File: config.mk
export PLATFORM = sky130hd
export DESIGN_NAME = iso_blank_scheduler
export DESIGN_NICKNAME = d
export VERILOG_FILES = /design/src/rtl/iso_blank_scheduler.sv
export SDC_FILE = /design/constraint.sdc
export NUM_CORES = 1
export LEC_CHECK = 0
export CORE_ASPECT_RATIO = 0.75
export CORE_MARGIN = 8
export CORE_UTILIZATION = 59
export DETAILED_ROUTE_END_ITERATION = 7
export MAX_ROUTING_LAYER = met4
export PLACE_DENSITY = 0.88
export SLEW_MARGIN = 25
export SYNTH_ARGS = -nofsm -noshare
export SYNTH_HDL_FRONTEND = slang
export SYNTH_SLANG_ARGS = --single-unit
File: constraint.sdc
create_clock -name clk -period 9.8 [get_ports clk]
set_input_delay 0.98 -clock clk [delete_from_list [all_inputs] [get_ports clk]]
set_output_delay 0.98 -clock clk [all_outputs]
set_load 0.05 [all_outputs]
File: src/rtl/iso_blank_scheduler.sv
// Line/frame sequencer for the ISO blanking datapath.
// Ports: clk, rst_n, cfg_* timing + td_lane_count in; sched_* out.
module iso_blank_scheduler #(
    parameter int H_W    = 16,
    parameter int V_W    = 16,
    parameter int BS_LEN = 4,
    parameter int BE_LEN = 4
) (
    input  logic           clk,
    input  logic           rst_n,
    input  logic           cfg_en,
    input  logic [H_W-1:0] cfg_htotal,
    input  logic [H_W-1:0] cfg_hactive,
    input  logic [V_W-1:0] cfg_vtotal,
    input  logic [V_W-1:0] cfg_vactive,
    input  logic [1:0]     td_lane_count,
    output logic           sched_blank_en,
    output logic           sched_blank_id,
    output logic [1:0]     sched_blank_state,
    output logic           sched_active_en,
    output logic           sched_frame_start,
    output logic           sched_cfg_err
);

    localparam int HX = H_W + 2;

    localparam logic [1:0] ST_BLANK = 2'b00;
    localparam logic [1:0] ST_BS    = 2'b01;
    localparam logic [1:0] ST_START = 2'b10;
    localparam logic [1:0] ST_BE    = 2'b11;

    typedef enum logic {
        IDLE,
        RUN
    } state_t;

    state_t         state;
    logic           en_q;
    logic [H_W-1:0] h_cnt;
    logic [V_W-1:0] v_cnt;
    logic [H_W-1:0] htotal_q;
    logic [H_W-1:0] hactive_q;
    logic [V_W-1:0] vtotal_q;
    logic [V_W-1:0] vactive_q;
    logic [1:0]     lanes_q;

    // START carries VBID/Mvid/Maud spread over the active lanes.
    function automatic logic [HX-1:0] start_len(
        input logic [1:0] lc
    );
        logic [HX-1:0] r;
        unique case (lc)
            2'b00:   r = HX'(12);
            2'b01:   r = HX'(6);
            default: r = HX'(3);
        endcase
        return r;
    endfunction

    logic          rise;
    logic          cfg_ok;
    logic [HX-1:0] need;

    assign rise = cfg_en & ~en_q;

    // Widened so the minimum-line sum cannot wrap.
    assign need = HX'(cfg_hactive) + HX'(BS_LEN)
                + start_len(td_lane_count)
                + HX'(BE_LEN) + HX'(1);

    assign cfg_ok = (cfg_hactive != '0)
                 && (cfg_vactive != '0)
                 && (cfg_vtotal > cfg_vactive)
                 && (td_lane_count != 2'b10)
                 && (HX'(cfg_htotal) >= need);

    logic [HX-1:0] h_x;
    logic [HX-1:0] ha_x;
    logic [HX-1:0] bs_end;
    logic [HX-1:0] st_end;
    logic [HX-1:0] be_start;
    logic          act_line;
    logic          last_line;
    logic          nxt_act;
    logic          h_last;

    assign h_x      = HX'(h_cnt);
    assign ha_x     = HX'(hactive_q);
    assign bs_end   = ha_x + HX'(BS_LEN);
    assign st_end   = bs_end + start_len(lanes_q);
    assign be_start = HX'(htotal_q) - HX'(BE_LEN);

    assign act_line  = v_cnt < vactive_q;
    assign last_line = v_cnt == (vtotal_q - V_W'(1));
    assign h_last    = h_cnt == (htotal_q - H_W'(1));

    // BE only precedes an active line; frame wrap always lands on one.
    assign nxt_act = last_line
                  || (({1'b0, v_cnt} + (V_W+1)'(1))
                      < {1'b0, vactive_q});

    logic       n_blank_en;
    logic [1:0] n_state;
    logic       n_active;
    logic       n_fs;

    always_comb begin
        n_blank_en = 1'b0;
        n_state    = ST_BLANK;
        n_active   = 1'b0;
        n_fs       = (h_cnt == '0) && (v_cnt == '0);
        if (h_x < ha_x) begin
            if (act_line) begin
                n_active = 1'b1;
            end else begin
                n_blank_en = 1'b1;
            end
        end else begin
            n_blank_en = 1'b1;
            if (h_x < bs_end) begin
                n_state = ST_BS;
            end else if (h_x < st_end) begin
                n_state = ST_START;
            end else if (h_x >= be_start && nxt_act) begin
                n_state = ST_BE;
            end
        end
    end

    always_ff @(posedge clk or negedge rst_n) begin
        if (!rst_n) begin
            state             <= IDLE;
            en_q              <= 1'b0;
            h_cnt             <= '0;
            v_cnt             <= '0;
            htotal_q          <= '0;
            hactive_q         <= '0;
            vtotal_q          <= '0;
            vactive_q         <= '0;
            lanes_q           <= '0;
            sched_blank_en    <= 1'b0;
            sched_blank_id    <= 1'b0;
            sched_blank_state <= ST_BLANK;
            sched_active_en   <= 1'b0;
            sched_frame_start <= 1'b0;
            sched_cfg_err     <= 1'b0;
        end else begin
            en_q <= cfg_en;
            unique case (state)
                IDLE: begin
                    sched_blank_en    <= 1'b0;
                    sched_blank_id    <= 1'b0;
                    sched_blank_state <= ST_BLANK;
                    sched_active_en   <= 1'b0;
                    sched_frame_start <= 1'b0;
                    if (rise) begin
                        htotal_q      <= cfg_htotal;
                        hactive_q     <= cfg_hactive;
                        vtotal_q      <= cfg_vtotal;
                        vactive_q     <= cfg_vactive;
                        lanes_q       <= td_lane_count;
                        sched_cfg_err <= ~cfg_ok;
                        if (cfg_ok) begin
                            state <= RUN;
                            h_cnt <= '0;
                            // Enter in vblank so MSA precedes line 0.
                            v_cnt <= cfg_vactive;
                        end
                    end
                end
                RUN: begin
                    if (!cfg_en) begin
                        state             <= IDLE;
                        h_cnt             <= '0;
                        v_cnt             <= '0;
                        sched_blank_en    <= 1'b0;
                        sched_blank_id    <= 1'b0;
                        sched_blank_state <= ST_BLANK;
                        sched_active_en   <= 1'b0;
                        sched_frame_start <= 1'b0;
                    end else begin
                        sched_blank_en    <= n_blank_en;
                        sched_blank_id    <= act_line;
                        sched_blank_state <= n_state;
                        sched_active_en   <= n_active;
                        sched_frame_start <= n_fs;
                        if (h_last) begin
                            h_cnt <= '0;
                            v_cnt <= last_line ? '0
                                   : v_cnt + V_W'(1);
                        end else begin
                            h_cnt <= h_cnt + H_W'(1);
                        end
                    end
                end
                default: state <= IDLE;
            endcase
        end
    end

endmodule

==> results of run 1 <==
-- cell usage after synthesis, types with 4 or more instances --
cell type / instances / share of area
or3_1: 7 / 0.0044
a2111oi_2: 4 / 0.0060
clkbuf_1: 43 / 0.016
and4_1: 4 / 0.0035
nor3_1: 21 / 0.011
a2111oi_0: 4 / 0.0035
o21a_1: 6 / 0.0045
xor2_1: 37 / 0.032
dfrtp_1: 107 / 0.27
buf_2: 8 / 0.0040
nand2_1: 93 / 0.035
nor4b_1: 4 / 0.0035
nor2_1: 52 / 0.020
o21ai_0: 80 / 0.040
a211o_1: 4 / 0.0035
nand2b_1: 19 / 0.012
or4_1: 6 / 0.0045
nor2b_1: 14 / 0.0088
nand4_1: 31 / 0.019
a22o_1: 5 / 0.0044
a21o_1: 28 / 0.021
o22ai_1: 8 / 0.0050
o211ai_1: 12 / 0.0090
a31oi_1: 11 / 0.0069
o31ai_1: 6 / 0.0045
nand3_1: 24 / 0.012
ha_1: 142 / 0.18
nor4_1: 31 / 0.019
o211a_1: 4 / 0.0040
a211oi_1: 11 / 0.0083
xnor2_1: 59 / 0.052
or2_2: 5 / 0.0031
a21oi_1: 62 / 0.031
a22oi_1: 6 / 0.0045
inv_1: 81 / 0.030
and3_1: 19 / 0.012
mux2_2: 28 / 0.032
-- through the flow --
| step | std cells | power [mW] |
|---|---|---|
| 2_1_floorplan | 1152 | 1.24 |
| 3_3_place_gp | 1386 | 1.44 |
| 3_5_place_dp | 1386 | 1.48 |
| 4_1_cts | 1402 | 1.85 |
| 5_1_grt | 1403 | 2.00 |
| 6_report | 1403 | 1.87 |
-- layer usage --
metal,routed length [um],part of all wire,up-vias
met5,0,0,-
met2,11900,0.42,506
met4,639,0.023,0
met3,3020,0.11,70
li1,-,-,4268
met1,12500,0.44,4313
-- state kept, by name (all words and copies together) (netlist names), 2 cells and up --
name and count:
h_cnt 16, hactive_q 16, htotal_q 16, lanes_q 2, sched_blank_state 2, v_cnt 16
vactive_q 16, vtotal_q 16
-- final timing paths --
path / to / slack [ns] / startpoint / depth (start not counted)
max in group asynchronous: h_cnt[10]$_DFFE_PN0P_ / 8.23 / rst_n / 2
hold reg to reg: vactive_q[0]$_DFFE_PN0P_ / 0.54 / vactive_q[0]$_DFFE_PN0P_ / 1
hold / removal: vactive_q[0]$_DFFE_PN0P_ / 0.54 / vactive_q[0]$_DFFE_PN0P_ / 1
min in group asynchronous: vtotal_q[7]$_DFFE_PN0P_ / 0.55 / rst_n / 1
setup / recovery: v_cnt[1]$_DFFE_PN0P_ / 3.65 / td_lane_count[1] / 17
setup reg to reg: sched_blank_state[0]$_DFF_PN0_ / 5.90 / v_cnt[2]$_DFFE_PN0P_ / 13
-- cells by family after synthesis --
logic type / share of synthesized area
XOR/XNOR: 0.0841
flip-flops: 0.268
AO/OA/AOI/OAI: 0.187
buffers and inverters: 0.0562
multiplexers: 0.0345
adder cells (fa/ha/maj): 0.182
AND/OR/NAND/NOR: 0.188
-- worst max-delay path, cell delays in order --
cell and delay (ns):
clkdlybuf4s50_1 0.48, or2_2 0.35, ha_1 0.28, ha_1 0.24, fa_1 0.42, a21o_1 0.17
a21oi_1 0.24, nor2_1 0.15, xnor2_1 0.15, ha_1 0.31, nand4_1 0.12, o31ai_1 0.34
o2111ai_1 0.16, a211oi_1 0.64, a21o_1 0.78, nand2_1 0.36, o21ai_0 0.26
-- placed cells by master, fill, tap and decap left out, types with 31 or more instances in the layout --
master / n
clkdlybuf4s50_1: 74
nor4_1: 31
xor2_1: 37
nor2_1: 52
inv_1: 81
nand4_1: 31
dfrtp_1: 107
ha_1: 142
o21ai_0: 80
a21oi_1: 61
xnor2_1: 59
nand2_1: 93
-- power by group --
| group | switching, mW | leakage [nW] | total, mW | internal, mW |
|---|---|---|---|---|
| registers | 0.183 | 1.33 | 0.703 | 0.520 |
| logic | 0.433 | 3.45 | 0.805 | 0.372 |
| clock network | 0.182 | 0.140 | 0.366 | 0.184 |
-- layout make-up --
| class | count | area (um^2) |
|---|---|---|
| sequential | 107 | 2680 |
| multi-input combinational | 906 | 6760 |
| tap | 215 | 269 |
| fill | 1319 | 5630 |
| timing repair buffer | 78 | 795 |
| clock inverter | 5 | 43.8 |
| clock buffer | 11 | 243 |
| inverter | 81 | 304 |
==> flow_summary_export.csv, run 1 <==
group,metric,value,unit
floorplan,initial_core_util,0.598,
global_route,top_usage_layer,"met2",
cts,cts_buffers,9,
worst_setup_path,cp-start-kind,"primary input",
global_route,gr-usage-met1,0.364,
synthesis,synth_seq_cells,107,
floorplan,dieArea,21400,um^2
synthesis,async_flop_share,1.00,
global_route,overflow,0,
routing,ant_nets,0,
worst_setup_path,path_max_fanout,25,
synthesis,ys.flop_type,"dfrtp_1",
floorplan,dieHeight,129,um
timing,hold_viol,0,
power,vdd_drop_max,0.129,mV
worst_setup_path,cp.arrival,6.43,ns
cts,holdBufCountCts,0,
cts,htree_num_levels,3,
routing,dr.pass1.iters,8,
cts,clock-sinks,107,
synthesis,synth_fp_nets,1365,
floorplan,fp-row-count,41,
timing,layout_setup_ws,3.65,ns
run,maxCapViolCount,0,
timing,slew_headroom,0.348,
global_route,grt_max_degree,108,
run_status,run_status,"complete, no violations",
cts,clk_pin_slew,0.08,ns
floorplan,die_x,166,um
placement,placed_area,10800,um^2
global_route,use_met3,0.0640,
worst_hold_path,hp-class,"reg2reg",
synthesis,synth_edf_count,0,
final_layout,nets,1396,
synthesis,syn_inst,1152,
global_route,grt_usage,0.268,
timing,min_period,6.15,ns
routing,finalWirelength,28100,um
global_route,grt_use_met2,0.396,
routing,num_vias,9157,
placement,gp_congestion,0.969,
global_route,antenna_found_initial,0,
timing,rsz0062_at_grt,"false",
global_route,grt_pass1_vias,8623,
worst_setup_path,end_kind,"flop",
power,power_density,169,nW/um^2
routing,via_per_inst,6.53,
final_layout,drive_gt1_frac,0.0589,
power,p_leak,4.92,nW
cts,clk_latency,0.37,ns
cts,post_cts_buffers,0,
timing,setup_viol,0,
synthesis,yosysSeqAreaShare,0.268,
cts,cts_root_buffer,"clkbuf_16",
floorplan,ios,76,
cts,postCtsResizedCells,0,
timing,worstMarginPinSlew,0.975,ns
floorplan,fp.coreArea,16700,um^2
cts,cts_tree,"done",
final_layout,syn_to_final_growth,11.0,%
global_route,grt_pass1_wl,45200,um
timing,finClkSkew,0.0166,ns
cts,cts.path.max_buffers,2,
worst_setup_path,cp_data_required_time,10.08,ns
placement,port_buffers,75,
timing,fmax,0.163,GHz
routing,drcViolationCount,0,
placement,place_ws,3.48,ns
timing,holdWs,0.543,ns
synthesis,synth_area_per_cell,8.68,um^2
final_layout,utilization,0.663,
routing,wl_per_cell,20.0,um
synthesis,ys_warn_count,0,
synthesis,yosys.cell_types.count,74,
synthesis,synth_area,10000,um^2
placement,dp_hpwl,21400,um
timing,fin_tns_setup,0,ns
timing,slew_violations,0,
worst_setup_path,criticalPathCategory,"in2reg",
routing,drtIter0Drc,774,
final_layout,fin_area,11100,um^2
timing,period_share,0.627,
final_layout,diodes,0,
Note: power is estimated with default switching activity, not from simulation.
==> run 2: changes to the inputs <==
--- a/config.mk
+++ b/config.mk
@@ -7,10 +7,10 @@
 export LEC_CHECK = 0
 export CORE_ASPECT_RATIO = 0.75
 export CORE_MARGIN = 8
-export CORE_UTILIZATION = 59
+export CORE_UTILIZATION = 55
 export DETAILED_ROUTE_END_ITERATION = 7
 export MAX_ROUTING_LAYER = met4
-export PLACE_DENSITY = 0.88
+export PLACE_DENSITY = 0.87
 export SLEW_MARGIN = 25
 export SYNTH_ARGS = -nofsm -noshare
 export SYNTH_HDL_FRONTEND = slang
==> constraint.sdc (replaced) <==
create_clock -name clk -period 5.3 [get_ports clk]
set_input_delay 0.53 -clock clk [delete_from_list [all_inputs] [get_ports clk]]
set_output_delay 0.53 -clock clk [all_outputs]
set_load 0.05 [all_outputs]
==> run 2 against run 1 <==
Die area grew 6.5%; register-to-register slack lost 4.4 ns; sequential power grew 86%; non-clock buffer count grew 5; sequential share of layout area shrank 0.17 points; routed wire length shrank 0.86%; sequential cell count is the same; hold slack lost 0.31 ns; count of clock-buffer cells in the layout shrank 1; combinational power grew 83%; power grew 87%; critical path depth grew 2.
==> flow_summary_export.csv, run 2 (synthesis gave the netlist of run 1 again) <==
group,metric,value,unit
run_status,run_status,"complete, no violations",
timing,hold_viol,0,
run,maxCapViolCount,0,
timing,setup_viol,0,
cts,cts_tree,"done",
final_layout,nets,1401,
floorplan,dieHeight,133,um
worst_setup_path,cp_slowest_cell,"clkdlybuf4s50_1",
timing,fmax,0.202,GHz
final_layout,drive_gt1_frac,0.0605,
cts,cts_buffers,9,
cts,post_cts_buffers,0,
timing,slew_headroom,0.344,
floorplan,initial_core_util,0.565,
worst_setup_path,cp.arrival,5.21,ns
routing,drcViolationCount,0,
floorplan,die_x,172,um
routing,num_vias,8974,
global_route,overflow,0,
timing,rsz0062_at_grt,"false",
global_route,antenna_found_initial,0,
routing,dr.pass1.iters,6,
worst_setup_path,worst_path_most_repeated_cell,"ha_1",
worst_setup_path,worstSetupStartpoint,"td_lane_count[1]",
cts,clk_latency,0.36,ns
cts,postCtsResizedCells,0,
floorplan,ios,76,
routing,via_per_inst,6.26,
final_layout,syn_to_final_growth,11.8,%
floorplan,fp.coreArea,17700,um^2
cts,cts.path.max_buffers,2,
worst_setup_path,crit_family,"compound AO/OA/AOI/OAI gates",
worst_setup_path,criticalPathCategory,"in2reg",
worst_setup_path,r2r_start,"v_cnt[3]$_DFFE_PN0P_",
placement,port_buffers,75,
timing,period_share,0.935,
final_layout,final_common_cell,"ha_1",
routing,finalWirelength,27900,um
worst_setup_path,cp_data_required_time,5.55,ns
power,power_density,313,nW/um^2
cts,cts_root_buffer,"clkbuf_16",
power,vdd_drop_max,0.191,mV
cts,htree_num_levels,3,
placement,place_ws,0.0857,ns
routing,drtIter0Drc,963,
routing,ant_nets,0,
global_route,grt_pass1_wl,44800,um
final_layout,utilization,0.631,
timing,fin_tns_setup,0,ns
placement,dp_hpwl,21500,um
floorplan,fp-row-count,42,
cts,clk_pin_slew,0.07,ns
floorplan,dieArea,22800,um^2
global_route,grt_max_degree,95,
placement,gp_congestion,0.970,
worst_setup_path,cpPeakStageDelay,0.48,ns
timing,worstMarginPinSlew,0.984,ns
power,p_leak,4.95,nW
timing,slew_violations,0,
worst_hold_path,hp-class,"in2async",
cts,clock-sinks,107,
worst_setup_path,cp-start-kind,"primary input",
worst_setup_path,path_cells,"clkdlybuf4s50_1, or2_2, ha_1, ha_1, fa_1, a21o_1, a21oi_1, nor2_1, xnor2_1, ha_1, nand4_1, o31ai_1, o2111ai_1, a211oi_1, buf_4, a21o_1, buf_4, o211ai_1, a22o_1",
timing,layout_setup_ws,0.343,ns
global_route,grt_pass1_vias,8598,
worst_setup_path,path_max_fanout,7,
timing,finClkSkew,0.0106,ns
cts,holdBufCountCts,0,
worst_setup_path,end_kind,"flop",
worst_setup_path,critPathBufInv,3,
final_layout,final_cell_mix,"142 x ha_1, 107 x dfrtp_1, 93 x nand2_1, 81 x inv_1, 80 x o21ai_0",
final_layout,diodes,0,
routing,wl_per_cell,19.4,um
global_route,grt_usage,0.253,
timing,min_period,4.96,ns
-- run 2: cell types whose count changed in the layout (fill, tap and decap cells not counted), moves of 2 or more --
| cell | before | now |
|---|---|---|
| buf_4 | 2 | 8 |
| bufinv_16 | 0 | 2 |
| clkinv_4 | 0 | 2 |
| inv_8 | 2 | 0 |
-- run 2: report_power, final --
group,switching [mW],internal (mW),leakage (nW),total (mW)
Combinational,0.780,0.688,3.47,1.47
Sequential,0.344,0.962,1.33,1.31
Clock,0.310,0.411,0.149,0.721
Total,1.43,2.06,4.95,3.50
-- run 2: final cells by class --
class	count	area [um^2]
multi-input cells	906	6760
fillers	1475	6540
flip-flops and latches	107	2680
repair buffers	83	821
inverters	81	304
well taps	242	303
clock buffers	10	229
clock inverters	4	77.6
-- run 2: worst reg2reg max path, cell delays in order, from the launching register on --
cell	delay (ns)
dfrtp_1	0.57
nand3_1	0.21
nor3_1	0.54
nand2_1	0.19
nor2_1	0.14
xor2_1	0.34
ha_1	0.33
a21o_1	0.18
a21o_1	0.17
a211oi_1	0.23
o21ai_0	0.13
a221oi_1	0.35
o211ai_1	0.20
o2bb2ai_1	0.18
-- run 2: final timing paths --
kind,to,slack (ns),cells after the start
min reg2reg,vactive_q[0]$_DFFE_PN0P_,0.56,1
max,v_cnt[12]$_DFFE_PN0P_,0.34,19
min,vtotal_q[12]$_DFFE_PN0P_,0.23,1
max reg2reg,sched_blank_state[0]$_DFF_PN0_,1.47,13
min in group clk,vactive_q[0]$_DFFE_PN0P_,0.56,1
max in group asynchronous,h_cnt[10]$_DFFE_PN0P_,3.87,2
-- run 2: per-stage QoR --
step           total power, mW  area [um^2]  hold slack, ns  std cells
2_1_floorplan             2.29        10000           0.234       1152
3_3_place_gp              2.67        10900           0.531       1419
3_5_place_dp              2.73        10900           0.529       1419
4_1_cts                   3.46        11200           0.255       1433
5_1_grt                   3.74        11200           0.282       1433
6_report                  3.50        11200           0.232       1433
-- run 2: routing by layer --
layer,vias up,share of wire,GRT usage
li1,4262,-,-
met1,4238,0.47,0.357
met2,427,0.41,0.346
met3,47,0.10,0.0627
met4,0,0.022,0.0781
met5,-,0,-
